===== src/rtl/soc_pkg.sv =====
// rtl/soc_pkg.sv - shared SoC constants: IO page bit, UART register map, STATUS bits, UART FSM encoding
package soc_pkg;

  localparam int IO_BIT = 22;

  localparam logic [1:0] UART_DATA_OFS   = 2'd0;
  localparam logic [1:0] UART_STATUS_OFS = 2'd1;

  localparam int STAT_FULL_BIT    = 0;
  localparam int STAT_BUSY_BIT    = 1;
  localparam int STAT_OVERRUN_BIT = 2;

  typedef enum logic [1:0] {
    ST_IDLE  = 2'd0,
    ST_START = 2'd1,
    ST_DATA  = 2'd2,
    ST_STOP  = 2'd3
  } uart_state_e;

  // A one-cycle bit still needs a 1-bit counter so the wrap compare is well formed.
  function automatic int baud_width(input int clks);
    return (clks > 1) ? $clog2(clks) : 1;
  endfunction

endpackage


===== src/rtl/sync_fifo.sv =====
// rtl/sync_fifo.sv - synchronous FIFO with occupancy counter and modulo-DEPTH pointers
module sync_fifo #(
  parameter int WIDTH = 8,
  parameter int DEPTH = 4
) (
  input  logic             clk,
  input  logic             resetn,
  input  logic             push,
  input  logic [WIDTH-1:0] push_data,
  input  logic             pop,
  output logic [WIDTH-1:0] pop_data,
  output logic             full,
  output logic             empty
);

  localparam int PTR_W = (DEPTH > 1) ? $clog2(DEPTH) : 1;
  localparam int CNT_W = $clog2(DEPTH + 1);

  logic [WIDTH-1:0] mem [DEPTH];
  logic [PTR_W-1:0] wr_ptr;
  logic [PTR_W-1:0] rd_ptr;
  logic [CNT_W-1:0] count;
  logic             do_push;
  logic             do_pop;

  function automatic logic [PTR_W-1:0] ptr_inc(input logic [PTR_W-1:0] p);
    return (p == PTR_W'(DEPTH - 1)) ? '0 : p + 1'b1;
  endfunction

  assign full     = (count == CNT_W'(DEPTH));
  assign empty    = (count == '0);
  assign do_push  = push && !full;
  assign do_pop   = pop && !empty;
  assign pop_data = mem[rd_ptr];

  always_ff @(posedge clk) begin
    if (do_push) mem[wr_ptr] <= push_data;
  end

  always_ff @(posedge clk or negedge resetn) begin
    if (!resetn) begin
      wr_ptr <= '0;
      rd_ptr <= '0;
      count  <= '0;
    end else begin
      if (do_push) wr_ptr <= ptr_inc(wr_ptr);
      if (do_pop)  rd_ptr <= ptr_inc(rd_ptr);
      case ({do_push, do_pop})
        2'b10:   count <= count + 1'b1;
        2'b01:   count <= count - 1'b1;
        default: count <= count;
      endcase
    end
  end

endmodule


===== src/rtl/mmio_uart_tx.sv =====
// rtl/mmio_uart_tx.sv - memory-mapped 8N1 UART transmitter with DATA/STATUS registers
// Optional 4-entry transmit FIFO enabled by MMIO_UART_TX_FIFO_EN.
module mmio_uart_tx #(
  parameter int XLEN         = 32,
  parameter int IO_BIT       = soc_pkg::IO_BIT,
  parameter int CLKS_PER_BIT = 4
) (
  input  logic            clk,
  input  logic            resetn,
  input  logic [XLEN-1:0] mem_addr,
  input  logic [XLEN-1:0] mem_wdata,
  input  logic [3:0]      mem_wmask,
  input  logic            mem_rstrb,
  output logic [XLEN-1:0] mem_rdata,
  output logic            io_sel,
  output logic            uart_tx
);

  import soc_pkg::*;

  localparam int              BAUD_W   = baud_width(CLKS_PER_BIT);
  localparam logic [BAUD_W-1:0] BAUD_MAX = BAUD_W'(CLKS_PER_BIT - 1);

  uart_state_e       state;
  uart_state_e       state_d;
  logic [BAUD_W-1:0] baud_cnt;
  logic [2:0]        bit_cnt;
  logic [7:0]        shift_reg;
  logic              overrun;

  logic [1:0] reg_ofs;
  logic       wr_req;
  logic       rd_req;
  logic       rd_status;
  logic       q_full;
  logic       busy;
  logic       wr_ok;
  logic       overrun_set;
  logic       bit_tick;
  logic       need_byte;
  logic       byte_avail;
  logic       load;
  logic [7:0] load_data;
  logic [2:0] status;
  logic       unused_bits;

  assign io_sel    = mem_addr[IO_BIT];
  assign reg_ofs   = mem_addr[3:2];
  assign wr_req    = io_sel && (reg_ofs == UART_DATA_OFS) && mem_wmask[0];
  assign rd_req    = mem_rstrb && io_sel;
  assign rd_status = rd_req && (reg_ofs == UART_STATUS_OFS);

  assign unused_bits = ^{mem_addr, mem_wdata[XLEN-1:8], mem_wmask[3:1]};

  assign bit_tick  = (state != ST_IDLE) && (baud_cnt == BAUD_MAX);
  // A new byte can be taken while idle or exactly at the end of a stop bit.
  assign need_byte = (state == ST_IDLE) || ((state == ST_STOP) && bit_tick);

`ifdef MMIO_UART_TX_FIFO_EN
  logic       fifo_full;
  logic       fifo_empty;
  logic       fifo_push;
  logic       fifo_pop;
  logic [7:0] fifo_dout;

  assign q_full     = fifo_full;
  assign wr_ok      = wr_req && !q_full;
  assign byte_avail = !fifo_empty || wr_ok;
  assign load       = need_byte && byte_avail;
  // An empty queue is bypassed so a write to an idle block starts on the next cycle.
  assign load_data  = fifo_empty ? mem_wdata[7:0] : fifo_dout;
  assign fifo_push  = wr_ok && !(load && fifo_empty);
  assign fifo_pop   = load && !fifo_empty;
  assign busy       = (state != ST_IDLE) || !fifo_empty;

  sync_fifo #(
    .WIDTH(8),
    .DEPTH(4)
  ) u_fifo (
    .clk      (clk),
    .resetn   (resetn),
    .push     (fifo_push),
    .push_data(mem_wdata[7:0]),
    .pop      (fifo_pop),
    .pop_data (fifo_dout),
    .full     (fifo_full),
    .empty    (fifo_empty)
  );
`else
  assign q_full     = (state != ST_IDLE);
  assign wr_ok      = wr_req && !q_full;
  assign byte_avail = wr_ok;
  assign load       = need_byte && byte_avail;
  assign load_data  = mem_wdata[7:0];
  assign busy       = q_full;
`endif

  assign overrun_set = wr_req && q_full;

  always_comb begin
    status                   = 3'b000;
    status[STAT_FULL_BIT]    = q_full;
    status[STAT_BUSY_BIT]    = busy;
    status[STAT_OVERRUN_BIT] = overrun;
  end

  always_comb begin
    state_d = state;
    uart_tx = 1'b1;
    case (state)
      ST_IDLE: begin
        if (load) state_d = ST_START;
      end
      ST_START: begin
        uart_tx = 1'b0;
        if (bit_tick) state_d = ST_DATA;
      end
      ST_DATA: begin
        uart_tx = shift_reg[0];
        if (bit_tick && (bit_cnt == 3'd7)) state_d = ST_STOP;
      end
      ST_STOP: begin
        if (bit_tick) state_d = load ? ST_START : ST_IDLE;
      end
      default: state_d = ST_IDLE;
    endcase
  end

  always_ff @(posedge clk or negedge resetn) begin
    if (!resetn) state <= ST_IDLE;
    else         state <= state_d;
  end

  always_ff @(posedge clk or negedge resetn) begin
    if (!resetn) begin
      baud_cnt  <= '0;
      bit_cnt   <= 3'd0;
      shift_reg <= 8'h00;
      overrun   <= 1'b0;
      mem_rdata <= '0;
    end else begin
      if ((state == ST_IDLE) || bit_tick) baud_cnt <= '0;
      else                                baud_cnt <= baud_cnt + 1'b1;

      if (load)                                shift_reg <= load_data;
      else if ((state == ST_DATA) && bit_tick) shift_reg <= {1'b0, shift_reg[7:1]};

      if (state == ST_START)                   bit_cnt <= 3'd0;
      else if ((state == ST_DATA) && bit_tick) bit_cnt <= bit_cnt + 3'd1;

      // Set wins over the clear-on-read.
      overrun <= overrun_set | (overrun & ~rd_status);

      if (mem_rstrb) mem_rdata <= rd_status ? {{(XLEN-3){1'b0}}, status} : '0;
    end
  end

endmodule


===== config.mk =====
export PLATFORM = sky130hd
export DESIGN_NAME = mmio_uart_tx
export DESIGN_NICKNAME = d
export VERILOG_FILES = /design/src/rtl/soc_pkg.sv /design/src/rtl/sync_fifo.sv /design/src/rtl/mmio_uart_tx.sv
export SDC_FILE = /design/constraint.sdc
export NUM_CORES = 1
export LEC_CHECK = 0
export ABC_AREA = 1
export BUFFER_PORTS_ARGS = -buffer_cell sky130_fd_sc_hd__buf_2
export CORE_AREA = 5 5 79 52
export DETAILED_ROUTE_END_ITERATION = 7
export DIE_AREA = 0 0 84 57
export GPL_TIMING_DRIVEN = 0
export PLACE_DENSITY_LB_ADDON = 0.12
export REMOVE_ABC_BUFFERS = 1
export SLEW_MARGIN = 20
export SYNTH_ARGS = -nofsm -noshare
export SYNTH_HDL_FRONTEND = slang
export SYNTH_SLANG_ARGS = --single-unit

===== constraint.sdc =====
create_clock -name clk -period 2.9 [get_ports clk]
set_input_delay 0.29 -clock clk [delete_from_list [all_inputs] [get_ports clk]]
set_output_delay 0.29 -clock clk [all_outputs]
set_load 0.1 [all_outputs]

==> impl_results.md, run 1 <==
- RSZ-0062 raised after global routing: no
- Hpwl dp: 1810 µm
- CTS tree: yes
- Switching Power: roughly 0.66 mW
- Register share of total power: 31.9%
- Synthesized cell area: 1330 µm²
- Final setup vio count: 0
- Share of the synthesized area in the top cell type: roughly a third
- Core area: 3400 µm²
- Sequential-to-total area share from yosys stat: 33.8%
- Ys async rst share: 100%
- Design Power: 1.28 mW
- Post-route ant nets: 0
- H-tree Lvls: 1
- GRT Overall Usage: between 10% and 20%
- Area of the multi-input gates: 626 µm²
- I/O Buffers: 19
- 1st-iter DRT viols: 57
- CP max FO: 4
- CTS buffer count: 3
- Nets: 270
- Initial Util: between 30 and 40%
- Placer Congestion: between 0.7 and 0.8
- Die Y: 57 µm
- Longest Clk Path Bufs: 2
- Final TNS setup: 0 ns
- Antenna cells: 0
- Total Routed Length: ~2400 µm
- Pwr Density: 925 nW/µm²
- Clk slew on worst S/H paths: 0.07 ns
- Initial antenna violation count: 0
- Fin. max-slew vios: 0
- Ranking of synthesized cells by area: dfrtp_1 (34%), buf_4 (18%), nand2_1 (13%), nand3_1 (9.0%), ha_1 (8.4%)
- Max reg flops: 8
- Period utilization: 67.1%
- Setup crit end kind: output port
- Clock latency on the worst-skew pair: 0.25 ns
- Hold Path Class: in2reg
- Post-synth EDFFs: 0
- CP required: 2.61 ns
- Post-synthesis register bit count: 18
- Drt drc: 0
- Mapped Cells: about 170
- Grt total ovfl: 0
- CTS Sinks: 18
- Ys Warns: 0
- Relative slew slack: 57.5%
- Rows: 17
- First-pass GRT wire length: approximately 4000 µm
- Pleak: 0.804 nW
- FF/Latch Area: ~450 µm²
- Crit path time final: 1.95 ns
- Cell area after layout: roughly 1400 µm²
- Syn-to-layout area delta: 3.38%
- Post-CTS setup buffers: 0
- Max-cap violations: 0
- Filler Cells Inserted: 375
- Vias in the first global route: 909
- Pre-antenna DRT Iters: 4
- Avg WL per Cell: 10.3 µm
- Power Internal: 0.620 mW
- Place WS: 1.00 ns
- Boundary pin count: 105
- Clk_skew: between 0.004 and 0.005 ns
- Final worst slack: 0.953 ns
- Mean area per synthesized cell: ~7.7 µm²
- Die X: 84 µm
- Sw Ratio: between 50 and 60%
- Area leader, netlist: dfrtp_1
- Crit path arrival time: 1.66 ns
- Synth unique cells: 22
- Finished Core Util: 40.5%
- Die area: approximately 4800 µm²
- Status: complete, no violations
- Placement-stage cell area: about 1300 µm²
- Mean number of vias per cell: ~4.2
- CP Class: reg2out
- Largest net degree at the start of global routing: 19
- Clock group share of total power: 16.0%
- FMAX: 514 MHz
- Final hold vios: 0
- Startpoint types: flip-flop
- Worst VDD drop: 316 µV
- Clock Tree Root: clkbuf_8
- Comb pwr share: 52.1%
- Total number of vias: 1,000
- Layout cell share with drive strength beyond 1: 16.9%
- Tightest Pin Transition: 0.638 ns
- Synth Flop Type: dfrtp_1
==> power groups by stage <==
stage,sequential (mW),combinational [mW],clock [mW]
2_1_floorplan,0.425,0.536,0
3_3_place_gp,0.409,0.657,0
3_5_place_dp,0.412,0.669,0
4_1_cts,0.409,0.673,0.216
5_1_grt,0.420,0.736,0.225
6_report,0.407,0.664,0.204
==> logic make-up after synthesis <==
family	after synthesis	share of synthesized area, %
AND/OR/NAND/NOR	83	28.6
buffers and inverters	58	27.2
flip-flops	18	33.8
adder cells (fa/ha/maj)	9	8.44
AO/OA/AOI/OAI	4	1.69
other	1	0.281
==> cells in the mapped netlist, types with 2 or more instances <==
cell type,number
inv_1,20
buf_6,3
buf_4,32
nor2_4,2
nor2_1,2
o22ai_1,2
o21ai_0,2
dfrtp_1,18
nand2_1,47
nand3_1,24
ha_1,9
nor2_2,2
==> cell usage in the layout (no fill, tap or decap), types with 2 or more instances in the layout <==
cell / instances
nand3_1: 24
nor2_2: 2
o21ai_0: 2
o22ai_1: 2
dfrtp_1: 18
clkbuf_8: 4
nor2_1: 2
nor2_4: 2
nand2_1: 47
buf_2: 19
inv_1: 20
conb_1: 29
ha_1: 9
==> timing repair <==
action / in CTS / in global routing
resized for setup: 0 / 0
endpoints found under the hold margin: 18 / 0
setup endpoints to repair: 0 / 0
hold buffers: 1 / 0
==> per-stage QoR <==
stage	std cells	hold WS [ns]
4_1_cts	236	0.251
6_report	236	0.262
2_1_floorplan	165	-0.00559
5_1_grt	236	0.264
3_3_place_gp	231	0.251
3_5_place_dp	231	0.259
==> worst paths after layout <==
check / startpoint / endpoint / slack (ns) / depth (start not counted)
setup / recovery: state[0] / uart_tx / 0.95 / 4
hold / removal: mem_rstrb / mem_rdata[1] / 0.26 / 2
setup reg to reg: state[0] / shift_reg[1] / 1.01 / 8
hold reg to reg: baud_cnt[0] / baud_cnt[0] / 0.45 / 1
max in group asynchronous: resetn / shift_reg[1] / 2.09 / 2
min in group asynchronous: resetn / shift_reg[6] / 0.51 / 2
==> routing by layer <==
layer / up-vias / share of wire (%) / global-route usage (%)
met2: 43 / 45 / 16.8
met4: 0 / 0.33 / 2.06
met5: - / 0 / 0
met1: 452 / 45 / 13.4
li1: 503 / - / -
met3: 2 / 9.3 / 4.18
==> cell type report <==
cell class                      count  area share [%]
Tap cell                           47            4.26
Inverter                           22            6.08
Multi-Input combinational cell    125            45.4
Sequential cell                    18            32.7
Clock buffer                        4            3.99
Timing Repair Buffer               20            7.62
==> worst max-delay path: stages, from the launching register on <==
cell and delay [ns]:
dfrtp_1 0.42, inv_1 0.11, ha_1 0.25, o21ai_0 0.17, buf_2 0.45
Note: power is estimated with default switching activity, not from simulation.
==> run 2, diff against run 1 <==
--- a/config.mk
+++ b/config.mk
@@ -7,9 +7,9 @@
 export LEC_CHECK = 0
 export ABC_AREA = 1
 export BUFFER_PORTS_ARGS = -buffer_cell sky130_fd_sc_hd__buf_2
-export CORE_AREA = 5 5 79 52
+export CORE_AREA = 5 5 85 56
 export DETAILED_ROUTE_END_ITERATION = 7
-export DIE_AREA = 0 0 84 57
+export DIE_AREA = 0 0 90 61
 export GPL_TIMING_DRIVEN = 0
 export PLACE_DENSITY_LB_ADDON = 0.12
 export REMOVE_ABC_BUFFERS = 1
==> constraint.sdc (replaced) <==
create_clock -name clk -period 1.7 [get_ports clk]
set_input_delay 0.17 -clock clk [delete_from_list [all_inputs] [get_ports clk]]
set_output_delay 0.17 -clock clk [all_outputs]
set_load 0.1 [all_outputs]
==> run 2 against run 1 <==
  * Critical path depth increased by 1
  * Die area is 15% higher
  * Worst hold slack got worse by 0.13 ns
  * Largest cell class unchanged
==> impl_results.md, run 2 (same netlist as run 1, synthesis figures left out) <==
- Status: complete, no violations
- I/O Buffers: 19
- Max reg flops: 8
- Antenna cells: 0
- Clock Tree Root: clkbuf_8
- Initial Util: about a third
- Clk_skew: 0.00371 ns
- Die X: 90 µm
- CTS buffer count: 3
- Final hold vios: 0
- Crit path time final: approximately 1.6 ns
- CP required: 1.53 ns
- Total Routed Length: 2450 µm
- Startpoint types: flip-flop
- Filler Cells Inserted: 404
- Pleak: 0.820 nW
- Core area: around 4000 µm²
- Commonest non-fill, non-tap cell in the layout: nand2_1
- Die Y: about 61 µm
- Total number of vias: 970
- Boundary pin count: 105
- Crit path arrival time: 1.45 ns
- CP Class: reg2out
- Syn-to-layout area delta: 7.41%
- Clk slew on worst S/H paths: 0.07 ns
- Busiest grt layer: met2
- Placer Congestion: about 0.74
- CTS Sinks: 18
- FMAX: 618 MHz
- Mean number of vias per cell: roughly 4.0
- Clock latency on the worst-skew pair: 0.26 ns
- 1st-iter DRT viols: 86
- First-pass GRT wire length: 4020 µm
- Post-route ant nets: 0
- Die area: 5490 µm²
- Rows: 18
- Place WS: -0.189 ns
- Final setup vio count: 0
- Drt drc: 0
- Most frequent cells in the layout: nand2_1 (47), conb_1 (29), nand3_1 (24)
- Pre-antenna DRT Iters: 4
- M1 GR Usage: 12.8%
- Nets: 272
- Period utilization: 95.2%
- Max-cap violations: 0
- Met2 Use GR: around 13%
- Pwr Density: 1600 nW/µm²
- Worst VDD drop: 465 µV
- Initial antenna violation count: 0
- Longest Clk Path Bufs: 2
- Layout cell share with drive strength beyond 1: 19.4%
- Hold Path Class: in2reg
- Setup crit end kind: output port
- Largest net degree at the start of global routing: 19
- GRT Overall Usage: 9.26%
- Final worst slack: 0.0810 ns
- Grt total ovfl: 0
- Hpwl dp: 1880 µm
- Vias in the first global route: 861
- Avg WL per Cell: 10.2 µm
- RSZ-0062 raised after global routing: no
- Worst hold margin: between 0.1 and 0.15 ns
- CTS tree: yes
- Fin. max-slew vios: 0
- CP max FO: 4
- H-tree Lvls: 1
- GR Util met3: 4.09%
## run 2: cell types whose count changed in the layout (fill, tap and decap cells not counted), sizes merged
| cell | delta |
|---|---|
| clkbuf | +1 |
| buf | +1 |
## run 2: timing repair
| item | 4_1_cts | 5_1_grt |
|---|---|---|
| hold buffers | 1 | 0 |
| gates resized for setup | 3 | 5 |
| endpoints found under the setup margin | 12 | 12 |
| gates cloned | 0 | 0 |
| hold endpoints to repair | 18 | 0 |
| buffers inserted | 1 | 1 |
| pin swaps | 1 | 0 |
## run 2: final timing paths
check	cells after the start	to	start	slack, ns
max	5	uart_tx	state[0]	0.08
min	2	mem_rdata[2]	mem_rstrb	0.13
max reg2reg	10	shift_reg[3]	state[1]	0.18
min reg2reg	1	baud_cnt[0]	baud_cnt[0]	0.45
max in group asynchronous	2	state[1]	resetn	1.01
min in group asynchronous	2	baud_cnt[1]	resetn	0.37
## run 2: per-layer routing
layer | vias up | wire, µm
met5 | - | 0
met4 | 0 | 11
met2 | 34 | 1000
li1 | 509 | -
met3 | 2 | 220
met1 | 425 | 1220
## run 2: area by class of cell
class / instances / area (µm²) / share of cell area (%)
well taps: 50 / 62.6 / 4.37
flip-flops and latches: 18 / 452 / 31.5
clock buffers: 4 / 55.1 / 3.84
multi-input cells: 125 / 638 / 44.5
repair buffers: 22 / 141 / 9.87
inverters: 22 / 83.8 / 5.85
## run 2: through the flow
step           power [mW]  util [%]  cell area, µm²   TNS, ns  std cells
5_1_grt              2.47      36.8            1430         0        241
3_5_place_dp         1.84      33.8            1320     -1.94        234
6_report             2.29      36.8            1430         0        241
3_3_place_gp         1.82      33.8            1320     -1.75        234
4_1_cts              2.25      36.2            1410  -0.00485        240
2_1_floorplan        1.62         -            1160     -1.42        165
## run 2: critical path, stage by stage (launching register included)
cell and delay, ns:
dfrtp_1 0.43, inv_2 0.13, ha_1 0.21, nand2_1 0.06, o21ai_1 0.09, clkbuf_8 0.26
## run 2: where the power goes
part / leakage [nW] / internal (mW) / switching, mW / total (mW)
logic: 0.568 / 0.342 / 0.895 / 1.24
clock network: 0.0288 / 0.206 / 0.150 / 0.355
registers: 0.223 / 0.595 / 0.102 / 0.697
total: 0.820 / 1.14 / 1.15 / 2.29
==> run 3, diff against run 2 <==
--- a/config.mk
+++ b/config.mk
@@ -11,9 +11,10 @@
 export DETAILED_ROUTE_END_ITERATION = 7
 export DIE_AREA = 0 0 90 61
 export GPL_TIMING_DRIVEN = 0
-export PLACE_DENSITY_LB_ADDON = 0.12
+export PLACE_DENSITY_LB_ADDON = 0.2
 export REMOVE_ABC_BUFFERS = 1
 export SLEW_MARGIN = 20
 export SYNTH_ARGS = -nofsm -noshare
 export SYNTH_HDL_FRONTEND = slang
 export SYNTH_SLANG_ARGS = --single-unit
+export TNS_END_PERCENT = 30
==> constraint.sdc (replaced) <==
create_clock -name clk -period 1.7 [get_ports clk]
set_input_delay 0.17 -clock clk [delete_from_list [all_inputs] [get_ports clk]]
set_output_delay 0.17 -clock clk [all_outputs]
set_load 0.005 [all_outputs]
==> run 3 against run 2 <==
  * Fmax grew 4.1%
  * Clock skew grew 0.00051 ns
  * Sequential power grew 0.6%
  * Cell count grew 0.41%
  * Non-clock buffer count grew 2
  * Via count shrank 1.1%
  * Setup slack gained 0.064 ns
  * Global-route usage shrank 0.69 points
  * Routed wire length shrank 1.0%
  * Critical path depth grew 3
  * Count of clock-buffer cells in the layout shrank 1
  * Sequential share of layout area grew 0.11 points
  * Critical endpoint is now shift_reg[1]
==> impl_results.md, run 3 (same netlist as run 1, synthesis figures left out) <==
- Rows: 18
- Biggest cell delay along the critical path: 0.43 ns
- Die Y: 61 µm
- Comb pwr share: a little over two fifths
- Setup crit end kind: flip-flop
- Crit path arrival time: 1.70 ns
- Final worst slack: ~0.15 ns
- Power Internal: 1.05 mW
- Worst hold margin: 0.137 ns
- Commonest non-fill, non-tap cell in the layout: nand2_1
- Worst reg-to-reg path cell count: 8
- Crit path time final: 1.55 ns
- Period utilization: 91.5%
- R2R Setup Slk: ~0.15 ns
- Vias in the first global route: 797
- Drt drc: 0
- CP Class: reg2reg
- CTS buffer count: 3
- Area of the multi-input gates: about 640 µm²
- Status: complete, no violations
- Hpwl dp: 1820 µm
- 1st-iter DRT viols: 9
- CP max FO: 16
- Syn-to-layout area delta: 6.75%
- Pwr Density: ~1200 nW/µm²
- Max reg flops: 8
- Clk_skew: 0.00422 ns
- CTS Sinks: 18
- Antenna cells: 0
- Pleak: 0.822 nW
- Clock latency on the worst-skew pair: 0.25 ns
- CP required: about 1.8 ns
- RR Startpoint: state[1]
- Clk slew on worst S/H paths: 0.07 ns
- Worst VDD drop: roughly 550 µV
- Largest net degree at the start of global routing: 19
- Pre-antenna DRT Iters: 4
- Longest Clk Path Bufs: 2
- Final setup vio count: 0
- Startpoint types: flip-flop
- Filler Cells Inserted: 418
- I/O Buffers: 19
- Grt total ovfl: 0
- Hold Path Origin: mem_rstrb
- H-tree Lvls: 1
- Hold worst-path end: mem_rdata[1]
- FMAX: approximately 640 MHz
- Max-cap violations: 0
- Worst hold stages: 2
- Initial Util: 34.2%
- Most frequent cells in the layout: nand2_1 (47), conb_1 (29), nand3_1 (24)
- GRT Overall Usage: between 8 and 9%
- Final TNS setup: 0 ns
- RR Endpoint: shift_reg[1]
- Fin. max-slew vios: 0
- Place WS: -0.182 ns
- Clock Tree Root: clkbuf_8
- Final hold vios: 0
- Mean number of vias per cell: 3.96
- Nets: between 200 and 300
- Layout cell share with drive strength beyond 1: about 19%
- Core area: between 3000 and 4000 µm²
- Switching Power: around 0.67 mW
- Placer Congestion: 0.690
- Die X: 90 µm
- Sw Ratio: 38.7%
- Cell Chain, Critical Path: inv_1 > ha_4 > clkinv_2 > nand2_2 > nor2_4 > inv_2 > nand3_1 > nand2_1
- Clock group share of total power: around 17%
- Hold Path Class: in2reg
- First-pass GRT wire length: about 3700 µm
- Slowest CP cell: dfrtp_1
- Total Routed Length: 2430 µm
- Total number of vias: 959
- Initial antenna violation count: 0
- CTS tree: yes
- Boundary pin count: 105
- FF/Latch Area: 450 µm²
- Register share of total power: between 40 and 50%
- Avg WL per Cell: 10.0 µm
- Post-route ant nets: 0
- Die area: between 5000 and 6000 µm²
==> run 3: worst max-delay path by stage <==
stage | start | endpoint | slack, ns
6_report | state[1] | shift_reg[1] | 0.15
5_1_grt | state[1] | shift_reg[5] | -0.002
4_1_cts | state[0] | shift_reg[1] | 0.01
3_5_place_dp | state[0] | shift_reg[1] | -0.18
3_3_place_gp | state[1] | shift_reg[4] | -0.17
2_1_floorplan | state[0] | shift_reg[0] | 0.19
==> run 3: layer usage <==
layer  GRT usage, %  share of wire (%)
met1           12.4                 50
met2           11.1                 41
met3           4.34                8.0
met4           1.91               0.49
met5              0                  0
==> run 3: metrics by stage <==
| stage | area [µm²] | total power [mW] | utilization (%) | std cells |
|---|---|---|---|---|
| after global routing | 1420 | 1.90 | 36.5 | 242 |
| after global placement | 1320 | 1.37 | 33.8 | 234 |
| after floorplan | 1160 | 1.19 | - | 165 |
| after CTS | 1400 | 1.69 | 35.9 | 240 |
| after detailed placement | 1320 | 1.37 | 33.8 | 234 |
| final | 1420 | 1.72 | 36.5 | 242 |
==> run 3: final cells by class <==
| class | count | area share, % |
|---|---|---|
| repair buffers | 24 | 10.4 |
| inverters | 22 | 5.89 |
| flip-flops and latches | 18 | 31.6 |
| well taps | 50 | 4.39 |
| clock buffers | 3 | 2.90 |
| multi-input cells | 125 | 44.8 |
==> run 3: what timing repair did <==
item,4_1_cts,5_1_grt
gates cloned,0,0
gates resized for setup,1,2
pin swaps,1,1
setup endpoints to repair,11,11
setup buffers,2,2
hold buffers,1,0
hold endpoints to repair,18,0
==> run 3: critical path, delay by kind of cell (launching register included) <==
| kind | cells | cell delay (ns) |
|---|---|---|
| DFF | 1 | 0.43 |
| and+or+nand+nor | 4 | 0.42 |
| buffers and inverters | 3 | 0.34 |
| adders and majority gates | 1 | 0.25 |
==> run 3: power by group through the flow <==
stage,Sequential (mW),Clock [mW],Combinational [mW]
after global routing,0.722,0.324,0.858
after floorplan,0.676,0,0.512
after global placement,0.703,0,0.667
after detailed placement,0.702,0,0.670
after CTS,0.700,0.298,0.690
final,0.701,0.292,0.728
